$ cat src/rtl/victory_scorer.sv
// Tug-of-war match scorer: detects round wins, keeps scores, drives score digits, latches the champion.
// Latency: round_over, hex digits and match_over/champion are registered, one cycle after the win edge.
// Backpressure: none; inputs are ignored outside PLAY, and the block sits terminal in MATCH_OVER until reset.
module victory_scorer #(
    parameter int WIN_ROUNDS  = 3,
    parameter int HOLD_CYCLES = 4,
    parameter int SCORE_W     = 4
) (
    input  logic       clk,
    input  logic       reset,
    input  logic       L,
    input  logic       R,
    input  logic       led_left,
    input  logic       led_right,
    output logic       round_over,
    output logic       match_over,
    output logic [1:0] champion,
    output logic [6:0] hex_p1,
    output logic [6:0] hex_p2
);

    typedef enum logic [1:0] {
        PLAY       = 2'd0,
        ROUND_END  = 2'd1,
        MATCH_OVER = 2'd2
    } state_t;

    localparam logic [SCORE_W-1:0] WIN_VAL   = SCORE_W'(WIN_ROUNDS);
    localparam logic [7:0]         HOLD_LAST = 8'(HOLD_CYCLES - 1);
    localparam logic [6:0]         SEG_ZERO  = 7'b1000000;

    state_t             state;
    logic [SCORE_W-1:0] score_p1;
    logic [SCORE_W-1:0] score_p2;
    logic [7:0]         hold_cnt;

    logic               p1_win;
    logic               p2_win;
    logic [SCORE_W-1:0] p1_next;
    logic [SCORE_W-1:0] p2_next;

    assign p1_win  = led_right & R & ~L;
    assign p2_win  = led_left & L & ~R;
    assign p1_next = score_p1 + 1'b1;
    assign p2_next = score_p2 + 1'b1;

    // Active-low gfedcba; anything outside 0..9 blanks the digit.
    function automatic logic [6:0] seg7(input logic [SCORE_W-1:0] v);
        int unsigned iv;
        iv = 32'(v);
        case (iv)
            0:       seg7 = 7'b1000000;
            1:       seg7 = 7'b1111001;
            2:       seg7 = 7'b0100100;
            3:       seg7 = 7'b0110000;
            4:       seg7 = 7'b0011001;
            5:       seg7 = 7'b0010010;
            6:       seg7 = 7'b0000010;
            7:       seg7 = 7'b1111000;
            8:       seg7 = 7'b0000000;
            9:       seg7 = 7'b0010000;
            default: seg7 = 7'b1111111;
        endcase
    endfunction

    always_ff @(posedge clk) begin
        if (!reset) begin
            state      <= PLAY;
            score_p1   <= '0;
            score_p2   <= '0;
            hold_cnt   <= '0;
            round_over <= 1'b0;
            match_over <= 1'b0;
            champion   <= 2'b00;
            hex_p1     <= SEG_ZERO;
            hex_p2     <= SEG_ZERO;
        end else begin
            case (state)
                PLAY: begin
                    round_over <= 1'b0;
                    if (p1_win) begin
                        score_p1   <= p1_next;
                        hex_p1     <= seg7(p1_next);
                        round_over <= 1'b1;
                        hold_cnt   <= '0;
                        if (p1_next == WIN_VAL) begin
                            state      <= MATCH_OVER;
                            match_over <= 1'b1;
                            champion   <= 2'b01;
                        end else begin
                            state <= ROUND_END;
                        end
                    end else if (p2_win) begin
                        score_p2   <= p2_next;
                        hex_p2     <= seg7(p2_next);
                        round_over <= 1'b1;
                        hold_cnt   <= '0;
                        if (p2_next == WIN_VAL) begin
                            state      <= MATCH_OVER;
                            match_over <= 1'b1;
                            champion   <= 2'b10;
                        end else begin
                            state <= ROUND_END;
                        end
                    end
                end
                ROUND_END: begin
                    round_over <= 1'b0;
                    // Last hold cycle hands back to PLAY, so the window is exactly HOLD_CYCLES long.
                    if (hold_cnt == HOLD_LAST) begin
                        state    <= PLAY;
                        hold_cnt <= '0;
                    end else begin
                        hold_cnt <= hold_cnt + 8'd1;
                    end
                end
                MATCH_OVER: begin
                    round_over <= 1'b0;
                    match_over <= 1'b1;
                end
                default: begin
                    state      <= PLAY;
                    hold_cnt   <= '0;
                    round_over <= 1'b0;
                    match_over <= 1'b0;
                    champion   <= 2'b00;
                end
            endcase
        end
    end

endmodule

$ cat config.mk
export PLATFORM = sky130hd
export DESIGN_NAME = victory_scorer
export DESIGN_NICKNAME = d
export VERILOG_FILES = /design/src/rtl/victory_scorer.sv
export SDC_FILE = /design/constraint.sdc
export NUM_CORES = 1
export LEC_CHECK = 0
export ABC_AREA = 1
export BUFFER_PORTS_ARGS = -buffer_cell sky130_fd_sc_hd__buf_2
export CAP_MARGIN = 15
export CORE_ASPECT_RATIO = 0.8
export CORE_UTILIZATION = 63
export DETAILED_ROUTE_END_ITERATION = 6
export GPL_TIMING_DRIVEN = 0
export PLACE_DENSITY = 0.85
export SYNTH_ARGS = -nofsm -noshare
export SYNTH_HDL_FRONTEND = slang
export SYNTH_SLANG_ARGS = --single-unit
$ cat constraint.sdc
create_clock -name clk -period 2.7 [get_ports clk]
set_input_delay 0.27 -clock clk [delete_from_list [all_inputs] [get_ports clk]]
set_output_delay 0.27 -clock clk [all_outputs]
set_load 0.01 [all_outputs]
# Yosys cells after proc, flatten, opt, wreduce, memory -nomap -nowiden
# Memories as Yosys holds them, arrays and structs flattened. A register that Yosys moved wholly into a read port is not among the register bits.
# Cells that the tools add are included.
# totals
romBits,224
memories,2
ramBits,0
in_bits,6
register_bits,22
elab_cells,64
latchBits,0
out_inout_bits,18
# mem_list
name,depth,width,rd,rd_ports_with_merged_regs,wr,line,rtl
(no name shown),16,7,1,1,0,51,case (iv)
(no name shown),16,7,1,1,0,51,
# classes
reduce_logical,11
mul,0
n_mux,22
n_shift,0
eq_ne,9
magnitude_cmp,0
n_addsub,3
n_div,0
bitwise,10
# ops
cell,count
2-to-1 mux 8 bit,3
one-hot mux 8 bit (3 select lines),1
2-to-1 mux 2 bit,9
"inequality test 3 bit, second input constant",3
"adder 4 x 1 -> 4 bit, second input constant",2
"adder 8 x 1 -> 8 bit, second input constant",1
"== test 4 x 2 -> 1 bit, second input constant",2
"== test 8 x 2 -> 1 bit, second input constant",1
AND reduction 4 bit,2
2-to-1 mux 1 bit,6
NOT 1 bit,6
one-hot mux 2 bit (3 select lines),1
AND reduction 2 bit,3
AND reduction 3 bit,2
AND 1 bit,4
one-hot mux 2 bit (2 select lines),1
one-hot mux 1 bit (3 select lines),1
"== test 2 x 1 -> 1 bit, second input constant",1
"== test 2 bit, second input constant",1
zero test 1 bit,2
zero test 2 bit,1
"inequality test 2 bit, second input constant",1
OR reduction 2 bit,1

# Longest topological paths before layout
# depth
ltp_word,6
ltp_mapped,12
mapped_depth_nobuf,12

# Least setup slack after synthesis
# Ideal clock, no wire load.
# synth_path
kind,register -> register
start,register score_p2[0]
end,register match_over
required_time_ps,2587
path_buffers,0
path_slack_ps,1183
stages_incl_launch_ff,13
setup_time_ps,113
synth_period_minus_slack_ps,1517
t_arrival_ps,1405
cell_sequence,dfxtp_1 > ha_1 > inv_1 > nand2_1 > nand2_4 > nor2_1 > nand2_1 > nand2_1 > nand2_1 > nor2_1 > nand2_1 > nand2_1 > nor2_1
# synth_between
elab_chain_cells,4
# synth_lines
element,line,rtl
from (decl),34,logic [SCORE_W-1:0] score_p2;
from (signal assigned),94,score_p2 <= p2_next;
adder 4 x 1 -> 4 bit,45,assign p2_next = score_p2 + 1'b1;
== test 4 x 2 -> 1 bit,98,if (p2_next == WIN_VAL) begin
inequality test 3 bit (no line),n/a,
AND reduction 4 bit (no line),n/a,
to (signal assigned),100,match_over <= 1'b1;
to (signal assigned),119,match_over <= 1'b1;
to (signal assigned),125,match_over <= 1'b0;
to (decl),16,"output logic match_over,"
# Every way passes these cells.
# A chain may end at the register's enable or synchronous reset.

# Final worst setup path
# layout_path
start,register score_p2[0]
end,register hex_p2[3]
# layout_between
elab_chain_cells,1
# layout_lines
element,line,rtl
adder 4 x 1 -> 4 bit,45,
to (decl),19,output logic [6:0] hex_p2
# Every way passes these cells.

==> out/qor.txt <==
PortBufs - 23
detailed-route wire length per cell - 12.1 um
commonest cells in the synthesized netlist - 66 x sky130_fd_sc_hd__nand2_1, 38 x sky130_fd_sc_hd__inv_1, 36 x sky130_fd_sc_hd__dfxtp_1, 23 x sky130_fd_sc_hd__nand3_1, 20 x sky130_fd_sc_hd__nor2_1
relative slew slack - 64.2%
number of buffers created by CTS - 5
fraction of layout instances using a drive strength above 1 - 20.2%
vertical extent of the die - 54.7 um
HPWL Detailed - 3340 um
final sum of negative setup slack - 0 ns
top flip-flop cell by instance count after synthesis - sky130_fd_sc_hd__dfxtp_1
clock transition at the register clock pins on the worst setup and hold paths after CTS - 0.07 ns
sequential fraction of design power - 39.5%
Hold-fix buffers, CTS - 0
die outline width - 67.9 um
initial standard-cell utilization of the core - 68.4%
Slew Viols, Final - 0
first-pass GRT wire length - 7240 um
fraction of post-synthesis cell area in the top cell type by area - 33.0%
insertion delay to the later sink of the worst-skew pair - 0.29 ns
share of synthesized flip-flops with an asynchronous set or reset - 0%
global route overflow - 0
standby leakage power - 0.00111 uW
synth unique cells - 35
final count of hold timing violations - 0
largest vdd supply drop - 0.470 mV
DRC Markers - 0
Int Power - 1010 uW
Placement Rows - 18
layout net count - 348
routability congestion estimate from global placement - 0.931
fraction of power spent switching nets - 37.7%
cell area after placement - 0.00235 mm2
transition time of the tightest slew-check pin - 0.537 ns
Seq cells post-synth - 36
Clk pwr share - 24.1%
number of buffers on the longest clock path - 2
total power divided by cell area - 665 mW/mm2
area inside the core boundary - 0.00320 mm2
cell area after synthesis - 0.00219 mm2
post-synthesis cell type with the largest combined area - sky130_fd_sc_hd__dfxtp_1
number of H-tree levels - 2
total wire length - 4420 um
number of antenna violations at the first check in global routing - 0
startpoint type of the worst setup path - register
leading post-synthesis cells by cell area - sky130_fd_sc_hd__dfxtp_1 33%, sky130_fd_sc_hd__nand2_1 11%, sky130_fd_sc_hd__ha_1 9.2%
required time of the critical path - 2.89 ns
Resized Gates After CTS - 0
area used by sequential logic in the layout - 721 um2
unrepaired setup endpoints after global routing - false
Tcrit/Tclk final - 65.5%
number of cells produced by synthesis - 296
ANT cells - 0
total routing usage reported by global routing - 27.4%
warning count from the yosys run - 0
root buffer cell - sky130_fd_sc_hd__clkbuf_8
vias per cell - 5.28
largest net degree at the start of global routing - 11
highest fanout seen on the critical path - 10
fill count - 261
clock period minus final worst setup slack - 1.77 ns
post-route cell area - 0.00244 mm2
combinational share of power - 36.5%
CP arrival - 1.96 ns
worst hold path class - in -> reg
routed vias - 1938
Place WS - 0.987 ns
number of DRC markers after the initial detailed-route iteration - 109
most frequently used cell type in the post-synthesis netlist - sky130_fd_sc_hd__nand2_1
Mapped Avg Cell Area - 7.39 um2
share of synthesized area occupied by flip-flops and latches - 33.0%
I/O pin count - 24
Area Overhead vs Synth - 11.7%
drt pass-1 iters - 5
kind of end point of the critical path - register
result of the run - finished, final reports clean
Post-synth EDFFs - 0
final worst clock skew - 0.00508 ns
Cell Count Post-Placement - 359
full die area - 0.00371 mm2
Switch Pwr - 612 uW
TritonCTS clock tree - done
# setup viols final - 0
worst setup margin - 0.931 ns
Detail Route Antenna Nets - 0
number of nets in the synthesized netlist - 318
footprint of the multi-input gates - 0.00124 mm2
number of standard cells in the final layout excluding fillers - 367
Max Freq - 565 MHz
number of global-route vias before repair - 1628
Util after Layout - 76.4%
Post-CTS Setup Inserts - 0
Worst Path Class, Setup - reg -> reg
max-cap check violation count - 0
sinks on the clock net - 36
[metal layers]
| layer | global-route usage [%] | routed length [um] | up-vias |
|---|---|---|---|
| li1 | - | - | 1018 |
| met1 | 37.1 | 2270 | 869 |
| met2 | 41.1 | 1830 | 44 |
| met3 | 8.54 | 261 | 7 |
| met4 | 9.38 | 66 | 0 |
| met5 | 0 | 0 | - |
[power by group through the flow]
| stage | Clock, uW | Sequential (uW) | Combinational [uW] |
|---|---|---|---|
| floorplan | 0 | 661 | 449 |
| global placement | 0 | 650 | 578 |
| detailed placement | 0 | 652 | 585 |
| CTS | 409 | 640 | 593 |
| global route | 429 | 650 | 666 |
| finish | 391 | 641 | 592 |
[final timing paths]
check                                 start          end  slack, ns  depth (start not counted)
worst min-delay path                  reset   round_over       0.28                          3
worst min register to register  champion[0]  champion[0]       0.46                          2
worst max register to register  score_p2[0]    hex_p2[3]       0.93                          9
worst max-delay path            score_p2[0]    hex_p2[3]       0.93                          9
[critical path, cell delays in order (launching register included)]
cell                      delay, ns
sky130_fd_sc_hd__dfxtp_1       0.52
sky130_fd_sc_hd__ha_1          0.25
sky130_fd_sc_hd__inv_1         0.05
sky130_fd_sc_hd__nand2_1       0.09
sky130_fd_sc_hd__nand2_4       0.10
sky130_fd_sc_hd__nor2_1        0.16
sky130_fd_sc_hd__nor2_1        0.10
sky130_fd_sc_hd__nand2_1       0.15
sky130_fd_sc_hd__nand4_1       0.10
sky130_fd_sc_hd__and2_1        0.14
[metrics by stage]
step / total power [uW] / hold slack [ns]
final: 1620 / 0.280
after detailed placement: 1240 / 0.452
after global placement: 1230 / 0.447
after floorplan: 1110 / 0.417
after CTS: 1640 / 0.264
after global routing: 1740 / 0.280
[registers in the layout, indices dropped and copies added, names as in the netlist]
| signal | cells |
|---|---|
| score_p1 | 4 |
| hold_cnt | 8 |
| hex_p2 | 7 |
| hex_p1 | 7 |
| round_over | 1 |
| champion | 2 |
| state | 2 |
| score_p2 | 4 |
| match_over | 1 |
[cell type report]
class,instances,share of cell area (%)
clock buffers,8,3.69
well taps,40,2.05
inverters,46,7.38
flip-flops and latches,36,29.5
multi-input cells,208,50.6
repair buffers,23,4.71
plain buffers,6,2.05
[layout by cell type (no fill, tap or decap), types with 5 or more instances in the layout]
cell,n
sky130_fd_sc_hd__nand2_1,66
sky130_fd_sc_hd__dfxtp_1,36
sky130_fd_sc_hd__a31oi_1,6
sky130_fd_sc_hd__nand2_2,6
sky130_fd_sc_hd__clkbuf_8,6
sky130_fd_sc_hd__o21ai_0,18
sky130_fd_sc_hd__inv_1,38
sky130_fd_sc_hd__ha_1,16
sky130_fd_sc_hd__nand2_4,5
sky130_fd_sc_hd__nand4_1,7
sky130_fd_sc_hd__nor2_1,20
sky130_fd_sc_hd__nand3_1,23
sky130_fd_sc_hd__a21oi_1,19
sky130_fd_sc_hd__inv_2,5
sky130_fd_sc_hd__buf_2,24
[cells by family (layout without fill, tap and decap cells)]
logic type / count (synthesis) / in the layout / synth area share [%]
AOI/OAI and AO/OA: 53 / 53 / 15.0
adders and majority gates: 16 / 16 / 9.15
DFF: 36 / 36 / 33.0
and+or+nand+nor: 139 / 139 / 32.4
buffers and inverters: 52 / 83 / 10.5
No activity file was read; power rests on OpenSTA's default activity.
